==> src/rtl/timer_device_if.sv <==
// Bus bundle between the system bridge and the countdown timer:
// word select, write strobe, write data, read data and the interrupt line.
interface timer_device_if;
    logic [1:0]  addr;
    logic        we;
    logic [31:0] wdata;
    logic [31:0] rdata;
    logic        irq;

    // Bridge / CPU side: drives the bus, observes read data and interrupt.
    modport master (
        output addr,
        output we,
        output wdata,
        input  rdata,
        input  irq
    );

    // Timer side: receives the bus, returns read data and interrupt.
    modport slave (
        input  addr,
        input  we,
        input  wdata,
        output rdata,
        output irq
    );
endinterface

==> src/rtl/timer_device.sv <==
// Memory-mapped countdown timer with one-shot and auto-reload modes.
// Word map: 0 CTRL {IM, MODE[1:0], EN}, 1 PRESET, 2 COUNT (read-only), 3 reads 0.
// The interrupt output is a flop fed from the next-state pending and IM values,
// so the bus write strobe never reaches irq combinationally.
module timer_device #(
    parameter int CNT_W = 32
) (
    input  logic           clk,
    input  logic           reset,
    timer_device_if.slave  bus
);

    typedef enum logic [1:0] {
        S_IDLE = 2'd0,
        S_LOAD = 2'd1,
        S_CNT  = 2'd2,
        S_INT  = 2'd3
    } state_t;

    state_t             r_state;
    state_t             w_state_nxt;
    logic [3:0]         r_ctrl;
    logic [CNT_W-1:0]   r_preset;
    logic [CNT_W-1:0]   r_count;
    logic               r_pending;
    logic               r_irq;

    logic               w_wr_ctrl;
    logic               w_wr_preset;
    logic               w_en;
    logic               w_auto_reload;
    logic               w_load;
    logic               w_dec;
    logic               w_set_pend;
    logic               w_int_clr;
    logic               w_fsm_clr_en;
    logic               w_pend_nxt;
    logic               w_im_nxt;
    logic [31:0]        w_preset_ext;
    logic [31:0]        w_count_ext;
    logic [31:0]        w_rdata;

    assign w_wr_ctrl     = bus.we && (bus.addr == 2'd0);
    assign w_wr_preset   = bus.we && (bus.addr == 2'd1);
    assign w_en          = r_ctrl[0];
    // Only MODE == 01 reloads; 00 and 1x both behave as one-shot.
    assign w_auto_reload = (r_ctrl[2:1] == 2'b01);

    // Next-state and per-state control strobes for the countdown FSM.
    always_comb begin
        w_state_nxt  = r_state;
        w_load       = 1'b0;
        w_dec        = 1'b0;
        w_set_pend   = 1'b0;
        w_int_clr    = 1'b0;
        w_fsm_clr_en = 1'b0;
        case (r_state)
            S_IDLE: begin
                if (w_en) begin
                    w_state_nxt = S_LOAD;
                end else begin
                    w_state_nxt = S_IDLE;
                end
            end
            S_LOAD: begin
                w_load      = 1'b1;
                w_state_nxt = S_CNT;
            end
            S_CNT: begin
                if (!w_en) begin
                    w_state_nxt = S_IDLE;
                end else if (r_count == {CNT_W{1'b0}}) begin
                    w_set_pend  = 1'b1;
                    w_state_nxt = S_INT;
                end else begin
                    w_dec       = 1'b1;
                    w_state_nxt = S_CNT;
                end
            end
            S_INT: begin
                if (w_auto_reload) begin
                    w_int_clr   = 1'b1;
                    w_state_nxt = S_LOAD;
                end else begin
                    w_fsm_clr_en = 1'b1;
                    w_state_nxt  = S_IDLE;
                end
            end
            default: begin
                w_state_nxt = S_IDLE;
            end
        endcase
    end

    // FSM state register.
    always_ff @(posedge clk) begin
        if (!reset) begin
            r_state <= S_IDLE;
        end else begin
            r_state <= w_state_nxt;
        end
    end

    // CTRL register: a bus write beats the FSM's own EN clear at the same edge.
    always_ff @(posedge clk) begin
        if (!reset) begin
            r_ctrl <= 4'd0;
        end else if (w_wr_ctrl) begin
            r_ctrl <= bus.wdata[3:0];
        end else if (w_fsm_clr_en) begin
            r_ctrl[0] <= 1'b0;
        end else begin
            r_ctrl <= r_ctrl;
        end
    end

    // PRESET register; a running count only sees a new value at the next LOAD.
    always_ff @(posedge clk) begin
        if (!reset) begin
            r_preset <= {CNT_W{1'b0}};
        end else if (w_wr_preset) begin
            r_preset <= bus.wdata[CNT_W-1:0];
        end else begin
            r_preset <= r_preset;
        end
    end

    // COUNT register: load from PRESET, or decrement while non-zero.
    always_ff @(posedge clk) begin
        if (!reset) begin
            r_count <= {CNT_W{1'b0}};
        end else if (w_load) begin
            r_count <= r_preset;
        end else if (w_dec) begin
            r_count <= r_count - CNT_W'(1);
        end else begin
            r_count <= r_count;
        end
    end

    // Pending next value: expiry wins over a clearing write so no interrupt is lost.
    always_comb begin
        w_pend_nxt = r_pending;
        if (w_set_pend) begin
            w_pend_nxt = 1'b1;
        end else if (w_wr_ctrl || w_wr_preset || w_int_clr) begin
            w_pend_nxt = 1'b0;
        end else begin
            w_pend_nxt = r_pending;
        end
    end

    assign w_im_nxt = w_wr_ctrl ? bus.wdata[3] : r_ctrl[3];

    // Pending flag and masked interrupt output, both updated at the same edge.
    always_ff @(posedge clk) begin
        if (!reset) begin
            r_pending <= 1'b0;
            r_irq     <= 1'b0;
        end else begin
            r_pending <= w_pend_nxt;
            r_irq     <= w_pend_nxt & w_im_nxt;
        end
    end

    // Read mux: narrow registers are zero-extended to the 32-bit bus.
    always_comb begin
        w_preset_ext              = 32'd0;
        w_preset_ext[CNT_W-1:0]   = r_preset;
        w_count_ext               = 32'd0;
        w_count_ext[CNT_W-1:0]    = r_count;
        case (bus.addr)
            2'd0:    w_rdata = {28'd0, r_ctrl};
            2'd1:    w_rdata = w_preset_ext;
            2'd2:    w_rdata = w_count_ext;
            default: w_rdata = 32'd0;
        endcase
    end

    assign bus.rdata = w_rdata;
    assign bus.irq   = r_irq;

endmodule

==> src/flat_wrapper.sv <==
// flat-port wrapper written by rule: the top's interface ports become plain ports
module timer_device_flat 
#(
    parameter int CNT_W = 32
)
  (clk, reset, bus_addr, bus_we, bus_wdata, bus_rdata, bus_irq);
  timer_device_if bus_i ();
  input  logic clk;
  input  logic reset;
  input wire logic [$bits(bus_i.addr)-1:0] bus_addr;
  input wire logic [$bits(bus_i.we)-1:0] bus_we;
  input wire logic [$bits(bus_i.wdata)-1:0] bus_wdata;
  output wire logic [$bits(bus_i.rdata)-1:0] bus_rdata;
  output wire logic [$bits(bus_i.irq)-1:0] bus_irq;
  assign bus_i.addr = bus_addr;
  assign bus_i.we = bus_we;
  assign bus_i.wdata = bus_wdata;
  assign bus_rdata = bus_i.rdata;
  assign bus_irq = bus_i.irq;
  timer_device #(.CNT_W(CNT_W)) u_core (.clk(clk), .reset(reset), .bus(bus_i));
endmodule
==> config.mk <==
export PLATFORM = sky130hd
export DESIGN_NAME = timer_device_flat
export DESIGN_NICKNAME = d
export VERILOG_FILES = /design/src/rtl/timer_device_if.sv /design/src/rtl/timer_device.sv /design/src/flat_wrapper.sv
export SDC_FILE = /design/constraint.sdc
export NUM_CORES = 1
export LEC_CHECK = 0
export CAP_MARGIN = 20
export CORE_ASPECT_RATIO = 1.1
export CORE_MARGIN = 10
export CORE_UTILIZATION = 55
export CTS_BUF_LIST = sky130_fd_sc_hd__clkbuf_8
export CTS_CLUSTER_SIZE = 8
export DETAILED_ROUTE_END_ITERATION = 16
export PLACE_DENSITY = 0.81
export SYNTH_ARGS = -nofsm -noshare
export SYNTH_HDL_FRONTEND = slang
export SYNTH_SLANG_ARGS = --single-unit
export TNS_END_PERCENT = 30
==> constraint.sdc <==
create_clock -name clk -period 3.6 [get_ports clk]
set_input_delay 0.36 -clock clk [delete_from_list [all_inputs] [get_ports clk]]
set_output_delay 0.36 -clock clk [all_outputs]
set_load 0.02 [all_outputs]
==> results.md, run 1 <==
- Run status: finished clean
- Die Span Y: 108 um
- # H-tree levels: 3
- Row cnt: 32
- Root buffer cell: clkbuf_8
- Diodes inserted: 0
- Initial DRC Count: 254
- GRT Util Overall: 19.7%
- Hold path cells: 2
- Area leader, netlist: dfxtp_1
- Switching share of power: 30.2%
- Pwr dens: 363 nW/um^2
- Kind of critical path: flop to flop
- Worst slew pin tran: 0.931 ns
- Synth warnings: 0
- Final setup violating endpoints: 0
- Core ar.: 6970 sq um
- Final hold vios: 0
- Maximum buffer depth of the clock tree: 2
- RSZ-0062 raised after global routing: no
- Clock power share: 32.1%
- Worst Hold Class: flop to flop
- Clk sinks: 72
- Ys async rst share: 0%
- Crit-path max FO: 25
- 1st-pass router iterations: 5
- Largest net degree at the start of global routing: 34
- Fin nets: 574
- Slew Limit Fails: 0
- NetSw: 0.000524 W
- Reg clk slew, reported paths: 0.07 ns
- CTS tree: done
- Critical path capture point: u_core.r_count[10]
- GRT overflow: 0
- Setup TNS: 0 ns
- Clock Skew: 0.00561 ns
- Int Pwr: 0.00121 W
- Routed WL: 10800 um
- # DRC: 0
- Yosys top cell area share: 37.1%
- Placed cells: 608
- Clk_lat worst skew: 0.35 ns
- Most frequent cells in the layout: nand2_1, dfxtp_1, clkdlybuf4s50_1, a21oi_1, o21ai_0
- Setup bufs post-CTS: 0
- Netlist cell types: 54
- Placer Congestion: 0.855
- Min Tclk post-route: 3.15 ns
- Layout cell share with drive strength beyond 1: 10.0%
- Seq cells post-synth: 72
- Reg2Reg Capture Point: u_core.r_count[10]
- Prevailing post-synth register cell: dfxtp_1
- Total CTS buffers: 9
- Gate power share: 19.5%
- Vias/cell: 6.21
- Vias: 3883
- Crit path DAT: 3.43 ns
- MaxCap Viol Count: 0
- Util after Layout: 68.7%
- CP Launch Type: flop
- Starting Density: 55.8%
- Post-DP HPWL: 7510 um
- PortBufs: 69
- Reg-to-reg startpoint: u_core.r_count[0]
- Crit path launch: u_core.r_count[0]
- Post-cts repair resize count: 0
- Final Cycle Share: 87.6%
- R2R cell count: 7
- Max transition margin: 37.4%
- Crit. End Element: flop
- Post-CTS Hold Buffers: 0
- DR WL/cell: 17.3 um
- Vias in the first global route: 3655
- Register-to-register setup slack: 0.45 ns
- Mapped Area: 3890 sq um
- Req. time, crit path: 3.87 ns
- Synth Area per Inst: 8.02 sq um
- Synth-to-Final Area Change: 23.0%
- # IOs: 70
- Cells after synthesis: 485
- First-pass GRT wire length: 17900 um
- Sequential share of power: 48.3%
- ANT nets after route: 0
- Peak supply drop: 0.251 mV
- Fmax: 317 MHz
- Area contributors post-synth: dfxtp_1, nand2_1, a22o_1
- Final Non-Filler Cells: 625
- Syn Nets: 524
- Antenna violations before repair: 0
- DIE WIDTH: 100 um
- Most common cell after layout, fill and taps aside: nand2_1
- Post-synth EDFFs: 0
- Static Leak: 1.66 nW
- Sequential area share after synthesis: 37.1%
- Layout fillers: 583
- Area of the die: 10800 sq um
how the worst min path moves through the flow:
stage | from | endpoint | slack (ns)
floorplan | u_core.r_preset[11] | u_core.r_preset[11] | 0.45
global placement | u_core.r_preset[5] | u_core.r_preset[5] | 0.45
detailed placement | u_core.r_preset[5] | u_core.r_preset[5] | 0.46
CTS | u_core.r_preset[5] | u_core.r_preset[5] | 0.47
global route | u_core.r_preset[25] | u_core.r_preset[25] | 0.49
finish | u_core.r_preset[5] | u_core.r_preset[5] | 0.47
cell usage after synthesis, types with 2 or more instances:
cell,count
o21ai_1,3
nor3b_2,2
or3_1,8
and4_1,3
a21oi_1,39
buf_1,5
buf_6,4
nor3_2,3
buf_4,2
a311oi_2,5
nand4_1,3
nor2_1,19
nand3b_1,2
nand3_1,6
a211oi_1,10
clkbuf_1,30
buf_2,2
nor3b_1,2
a22o_1,28
inv_1,5
nor2b_1,4
o21ai_0,29
or4_1,17
ha_1,2
nand2_1,86
o31a_1,4
or2_2,5
nor4_1,12
a31oi_1,12
dfxtp_1,72
o31ai_1,9
a211oi_2,2
mux2i_1,8
nor3_1,15
and2_1,3
nand2b_1,3
o211ai_1,3
or4_4,2
stage by stage:
| step | hold slack (ns) | power (W) | setup slack, ns | cell area, sq um |
|---|---|---|---|---|
| detailed placement | 0.462 | 0.00119 | 0.501 | 4590 |
| floorplan | 0.446 | 0.00109 | 0.900 | 3890 |
| CTS | 0.470 | 0.00173 | 0.463 | 4760 |
| global route | 0.494 | 0.00180 | 0.343 | 4790 |
| finish | 0.470 | 0.00174 | 0.445 | 4790 |
| global placement | 0.453 | 0.00118 | 0.531 | 4590 |
power by group through the flow:
| stage | Sequential, W | Clock [W] | Combinational (W) |
|---|---|---|---|
| CTS | 0.000839 | 0.000559 | 0.000335 |
| finish | 0.000839 | 0.000558 | 0.000339 |
| floorplan | 0.000850 | 0 | 0.000245 |
| detailed placement | 0.000857 | 0 | 0.000333 |
| global placement | 0.000856 | 0 | 0.000328 |
| global route | 0.000842 | 0.000595 | 0.000368 |
worst max-delay path, cell delays in order, from the launching register on:
cell     delay, ns
dfxtp_1       0.34
inv_1         0.11
ha_1          0.14
or4b_2        0.60
or4_4         0.57
or3_1         0.72
and4b_1       0.39
o31ai_2       0.20
state kept, by name, summed over array words and instances, names as in the netlist:
signal / cells
u_core.r_state: 2
u_core.r_pending: 1
u_core.r_count: 32
u_core.r_preset: 32
u_core.r_ctrl: 4
u_core.bus.irq: 1
metal layers:
metal  global-route usage, %  vias to the layer above  wire length, um
li1                        -                     1899                -
met1                    23.4                     1871             4450
met5                       0                        -                0
met3                    4.21                       14              643
met4                    6.97                        0              150
met2                    34.3                       99             5590
cell type report:
cell class                 count  area [sq um]  area share (%)
clock buffer                  10           138            2.88
clock inverter                 6          27.5           0.575
inverter                       6          22.5           0.471
multi-input combinational    364          2230            46.6
sequential                    72          1440            30.1
tap                           85           106            2.22
timing repair buffer          82           821            17.2
kinds of logic after synthesis:
kind of cell | after synthesis | share of synthesized area, %
AND/OR/NAND/NOR | 199 | 26.7
AO/OA/AOI/OAI | 154 | 27.5
flip-flops | 72 | 37.1
buffers and inverters | 49 | 5.76
multiplexers | 8 | 2.06
adder cells (fa/ha/maj) | 2 | 0.643
XOR/XNOR | 1 | 0.225
Note: power is estimated with default switching activity, not from simulation.
==> run 2: changes to the inputs <==
PLACE_DENSITY = 0.84   (was 0.81)
==> results.md, run 2 (same netlist as run 1, synthesis figures left out) <==
- Vias in the first global route: 3865
- Root buffer cell: clkbuf_8
- Starting Density: 55.8%
- # DRC: 0
- DIE WIDTH: 100 um
- Core ar.: 6970 sq um
- 1st-pass router iterations: 5
- Crit. End Element: flop
- Hold path cells: 2
- Layout fillers: 563
- Run status: finished clean
- Crit-path max FO: 25
- GRT overflow: 0
- First-pass GRT wire length: 18600 um
- Util after Layout: 69.4%
- Area of the die: 10800 sq um
- Peak supply drop: 0.309 mV
- GRT Util Overall: 20.4%
- Req. time, crit path: 3.86 ns
- Post-cts repair resize count: 0
- PortBufs: 69
- DR WL/cell: 17.9 um
- MaxCap Viol Count: 0
- Worst Path Buf+Inv: 1
- Row cnt: 32
- Static Leak: 1.68 nW
- Final hold vios: 0
- Kind of critical path: flop to flop
- Maximum buffer depth of the clock tree: 2
- Clk_lat worst skew: 0.34 ns
- # IOs: 70
- Clk sinks: 72
- Routed WL: 11200 um
- Setup TNS: 0 ns
- Vias: 3928
- CP Depth: 7
- RSZ-0062 raised after global routing: no
- Diodes inserted: 0
- Clock Skew: 0.00543 ns
- Worst path top cell family by delay: simple AND/OR/NAND/NOR gates
- Post-DP HPWL: 7390 um
- Multi-input logic area: 2230 sq um
- CP Launch Type: flop
- R2R cell count: 7
- Fmax: 316 MHz
- Biggest regs: u_core.r_count x32, u_core.r_preset x32, u_core.r_ctrl x4
- Post-CTS Hold Buffers: 0
- Crit path DAT: 3.42 ns
- Initial DRC Count: 239
- Antenna violations before repair: 0
- Die Span Y: 108 um
- Pwr dens: 406 nW/um^2
- Slew Limit Fails: 0
- Reg clk slew, reported paths: 0.08 ns
- Largest net degree at the start of global routing: 49
- Setup bufs post-CTS: 0
- Final setup violating endpoints: 0
- CTS tree: done
- Slowest stage delay, CP: 0.72 ns
- Total CTS buffers: 9
- Worst slew pin tran: 0.923 ns
- Vias/cell: 6.28
- ANT nets after route: 0
- # H-tree levels: 3
- Worst Hold Class: flop to flop
- Most common cell after layout, fill and taps aside: nand2_1
- Synth-to-Final Area Change: 24.3%
- Final Cycle Share: 87.8%
- Placer Congestion: 0.831
- Fin nets: 574
- Cell Chain, Critical Path: inv_1 -> ha_1 -> or4b_2 -> or4_4 -> or3_1 -> and4b_1 -> o31ai_2
- Crit-path slowest cell: or3_1
- Most frequent cells in the layout: nand2_1, dfxtp_1, clkdlybuf4s50_1, a21oi_1, o21ai_0
- Max transition margin: 38.5%
- FF+latch area: 1440 sq um
- Total Power: 0.00196 W
- Layout cell share with drive strength beyond 1: 10.4%
- Min Tclk post-route: 3.16 ns
==> run 2: tightest hold or removal path, cell delays in order (launching register included) <==
cell	delay (ns)
dfxtp_1	0.32
nand2_1	0.05
a21oi_1	0.05
==> run 2: cell type report <==
| type | count | area share [%] |
|---|---|---|
| inverters | 6 | 0.466 |
| repair buffers | 82 | 16.3 |
| flip-flops and latches | 72 | 29.8 |
| clock inverters | 6 | 2.23 |
| well taps | 85 | 2.20 |
| clock buffers | 10 | 2.85 |
| multi-input cells | 364 | 46.2 |
==> run 2: stage by stage <==
step | worst slack (ns) | hold slack (ns) | instance area [sq um] | std cells
final | 0.440 | 0.467 | 4840 | 625
after floorplan | 0.900 | 0.446 | 3890 | 485
after global placement | 0.545 | 0.455 | 4590 | 609
after global routing | 0.301 | 0.500 | 4840 | 625
after CTS | 0.464 | 0.468 | 4840 | 625
after detailed placement | 0.485 | 0.457 | 4590 | 609
==> run 2: worst paths after layout <==
kind                                          from                  to  slack [ns]
worst min-delay path            u_core.r_preset[5]  u_core.r_preset[5]        0.47
worst max-delay path             u_core.r_count[0]  u_core.r_count[10]        0.44
worst min register to register  u_core.r_preset[5]  u_core.r_preset[5]        0.47
worst max register to register   u_core.r_count[0]  u_core.r_count[10]        0.44
==> run 2: layer usage <==
metal | wire length [um] | share of wire, % | vias to the layer above | GRT usage (%)
met4 | 182 | 1.6 | 0 | 7.78
li1 | - | - | 1895 | -
met2 | 5690 | 51 | 135 | 34.7
met1 | 4640 | 41 | 1876 | 24.2
met3 | 690 | 6.2 | 22 | 4.79
met5 | 0 | 0 | - | 0
==> run 2: report_power, final <==
group / leakage [nW] / switching, W / internal, W
logic: 0.966 / 0.000208 / 0.000128
clock network: 0.128 / 0.000309 / 0.000477
registers: 0.583 / 0.0000227 / 0.000817
==> RTL edit, RTL diff (flow settings as in run 1) <==
Re-encode `state_t` (4 states) as one-hot, 4 bits wide.
--- a/src/rtl/timer_device.sv
+++ b/src/rtl/timer_device.sv
@@ -10,11 +10,11 @@
     timer_device_if.slave  bus
 );
 
-    typedef enum logic [1:0] {
-        S_IDLE = 2'd0,
-        S_LOAD = 2'd1,
-        S_CNT  = 2'd2,
-        S_INT  = 2'd3
+    typedef enum logic [3:0] {
+        S_IDLE = 4'b0001,
+        S_LOAD = 4'b0010,
+        S_CNT  = 4'b0100,
+        S_INT  = 4'b1000
     } state_t;
 
     state_t             r_state;
Behaviour: same outputs for any inputs over 4 cycles, from zero or initial values and one cycle with reset low; so few cycles prove little.
==> RTL edit against run 1 <==
- cell area is 4.5% higher
- wire length is 15% higher
- critical endpoint is now u_core.r_count[5]
- sequential cell count is 2 higher
- worst setup slack better by 0.38 ns
- largest cell class unchanged
- synthesized area is 3.5% higher
Power is not compared: it rests on default switching activity, and its combinational part moved more than twofold at a synthesized area within 25%.
==> RTL edit: results (changes against run 1) <==
stage	metric	value	unit	change
run_status	status	finished clean		
routing	wl	12420	um	+15%
routing	drt-met1-wl	5396	um	+21%
yosys	ys_top_cells_by_count	nand2_1, dfxtp_1, a21oi_1, nor2_1		
critical_path	r2r_start	u_core.r_count[8]		
critical_path	r2r_end	u_core.r_count[5]		
routing	drt_iter0_markers	215		-15%
layout	reg_top3	u_core.r_count: 32 flops, u_core.r_preset: 32 flops		
sta	clock_skew	0.01024	ns	+0.004624 ns
sta	worst_pin_slew	0.8417	ns	-0.08944 ns
routing	dr_wl_met2	5935	um	+6.2%
yosys	synth_fp_nets	560		+6.9%
global_route	grt_pass1_vias	3949		+8.0%
yosys	ys_warn_count	0		unchanged
critical_path	path_max_fanout	8		-68%
routing	wl_met3	856	um	+33%
place	hpwl	8596	um	+15%
worst_hold_path	holdCritStartpoint	u_core.r_preset[22]		
sta	fin_hold_ws	0.4674	ns	-0.003000 ns
yosys	seq_area_frac_synth	0.3679		-0.002607
global_route	track_usage	0.2246		+0.02716
place	dpl-instance-area	4783	sq um	+4.1%
yosys	synth_cell_types	59		+9.3%
yosys	synthTopCellsByArea	dfxtp_1, nand2_1, a22o_1		
layout	layout-drive-gt1-share	0.07719		-0.02281
critical_path	rrSetupSlack	0.82	ns	+0.38 ns
global_route	grt_pass1_wl	20220	um	+13%
routing	vias_per_cell	6.266		+0.86%
global_route	grt_max_degree	36		+5.9%
==> RTL edit: cell count changes in the layout (fill, tap and decap cells not counted), sizes merged, moves of 4 or more <==
cell,before,now
nor2,19,31
a31oi,12,2
nand2,86,112
o21ai,32,24
a21boi,0,13
o21bai,0,4
o31ai,10,2
nand3,6,11
or4,19,3
a211oi,12,3
a22oi,1,9
==> RTL edit: cell families (layout without fill, tap and decap cells) <==
group | after synthesis | count (layout) | synth area share
AOI/OAI and AO/OA | 153 | 153 | 0.2623
xor gates and xnor gates | 5 | 5 | 0.01088
adders and majority gates | 2 | 2 | 0.006214
buffers and inverters | 47 | 109 | 0.04723
DFF | 74 | 74 | 0.3679
muxes | 9 | 9 | 0.02238
and+or+nand+nor | 231 | 231 | 0.2831
==> RTL edit: metal layers <==
metal	track usage	vias to the layer above
met4	0.08998	0
met2	0.3755	172
met5	0	-
li1	-	2005
met1	0.2788	1983
met3	0.04206	26
==> RTL edit: through the flow <==
step	cells	setup WS [ns]	utilization	power, mW
floorplan	521	1.515	-	0.9283
global placement	652	0.9324	0.6750	0.9987
detailed placement	652	0.8698	0.6750	1.002
CTS	668	0.8651	0.7059	1.709
global route	668	0.6735	0.7059	1.756
finish	668	0.8244	0.7059	1.705
==> RTL edit: area by class of cell <==
type	count	area, sq um
well taps	85	106.4
repair buffers	82	788.3
flip-flops and latches	74	1481
fillers	591	2085
clock inverters	6	81.33
clock buffers	10	137.6
multi-input cells	400	2366
inverters	11	41.29
==> RTL edit: where the power goes <==
group          switching (mW)  leakage, nW  internal, mW
Combinational          0.0694         1.17        0.0684
Sequential             0.0143        0.599         0.832
Clock                   0.317        0.113         0.404
==> RTL edit: worst max-delay path by stage <==
stage	start	end	cells after the start
after floorplan	u_core.r_count[0]	u_core.r_count[30]	8
after global placement	bus_addr[1]	bus_rdata[11]	5
after detailed placement	bus_addr[1]	bus_rdata[31]	5
after CTS	bus_addr[1]	bus_rdata[31]	5
after global routing	u_core.r_count[8]	u_core.r_count[5]	7
final	u_core.r_count[8]	u_core.r_count[5]	7
==> RTL edit: critical path, cell delays in order, from the launching register on <==
cell	delay [ns]
dfxtp_1	0.40
nor4_2	0.56
nand2_1	0.22
nor4_2	0.78
buf_4	0.30
nor2_1	0.06
o21ai_0	0.18
a21boi_0	0.13
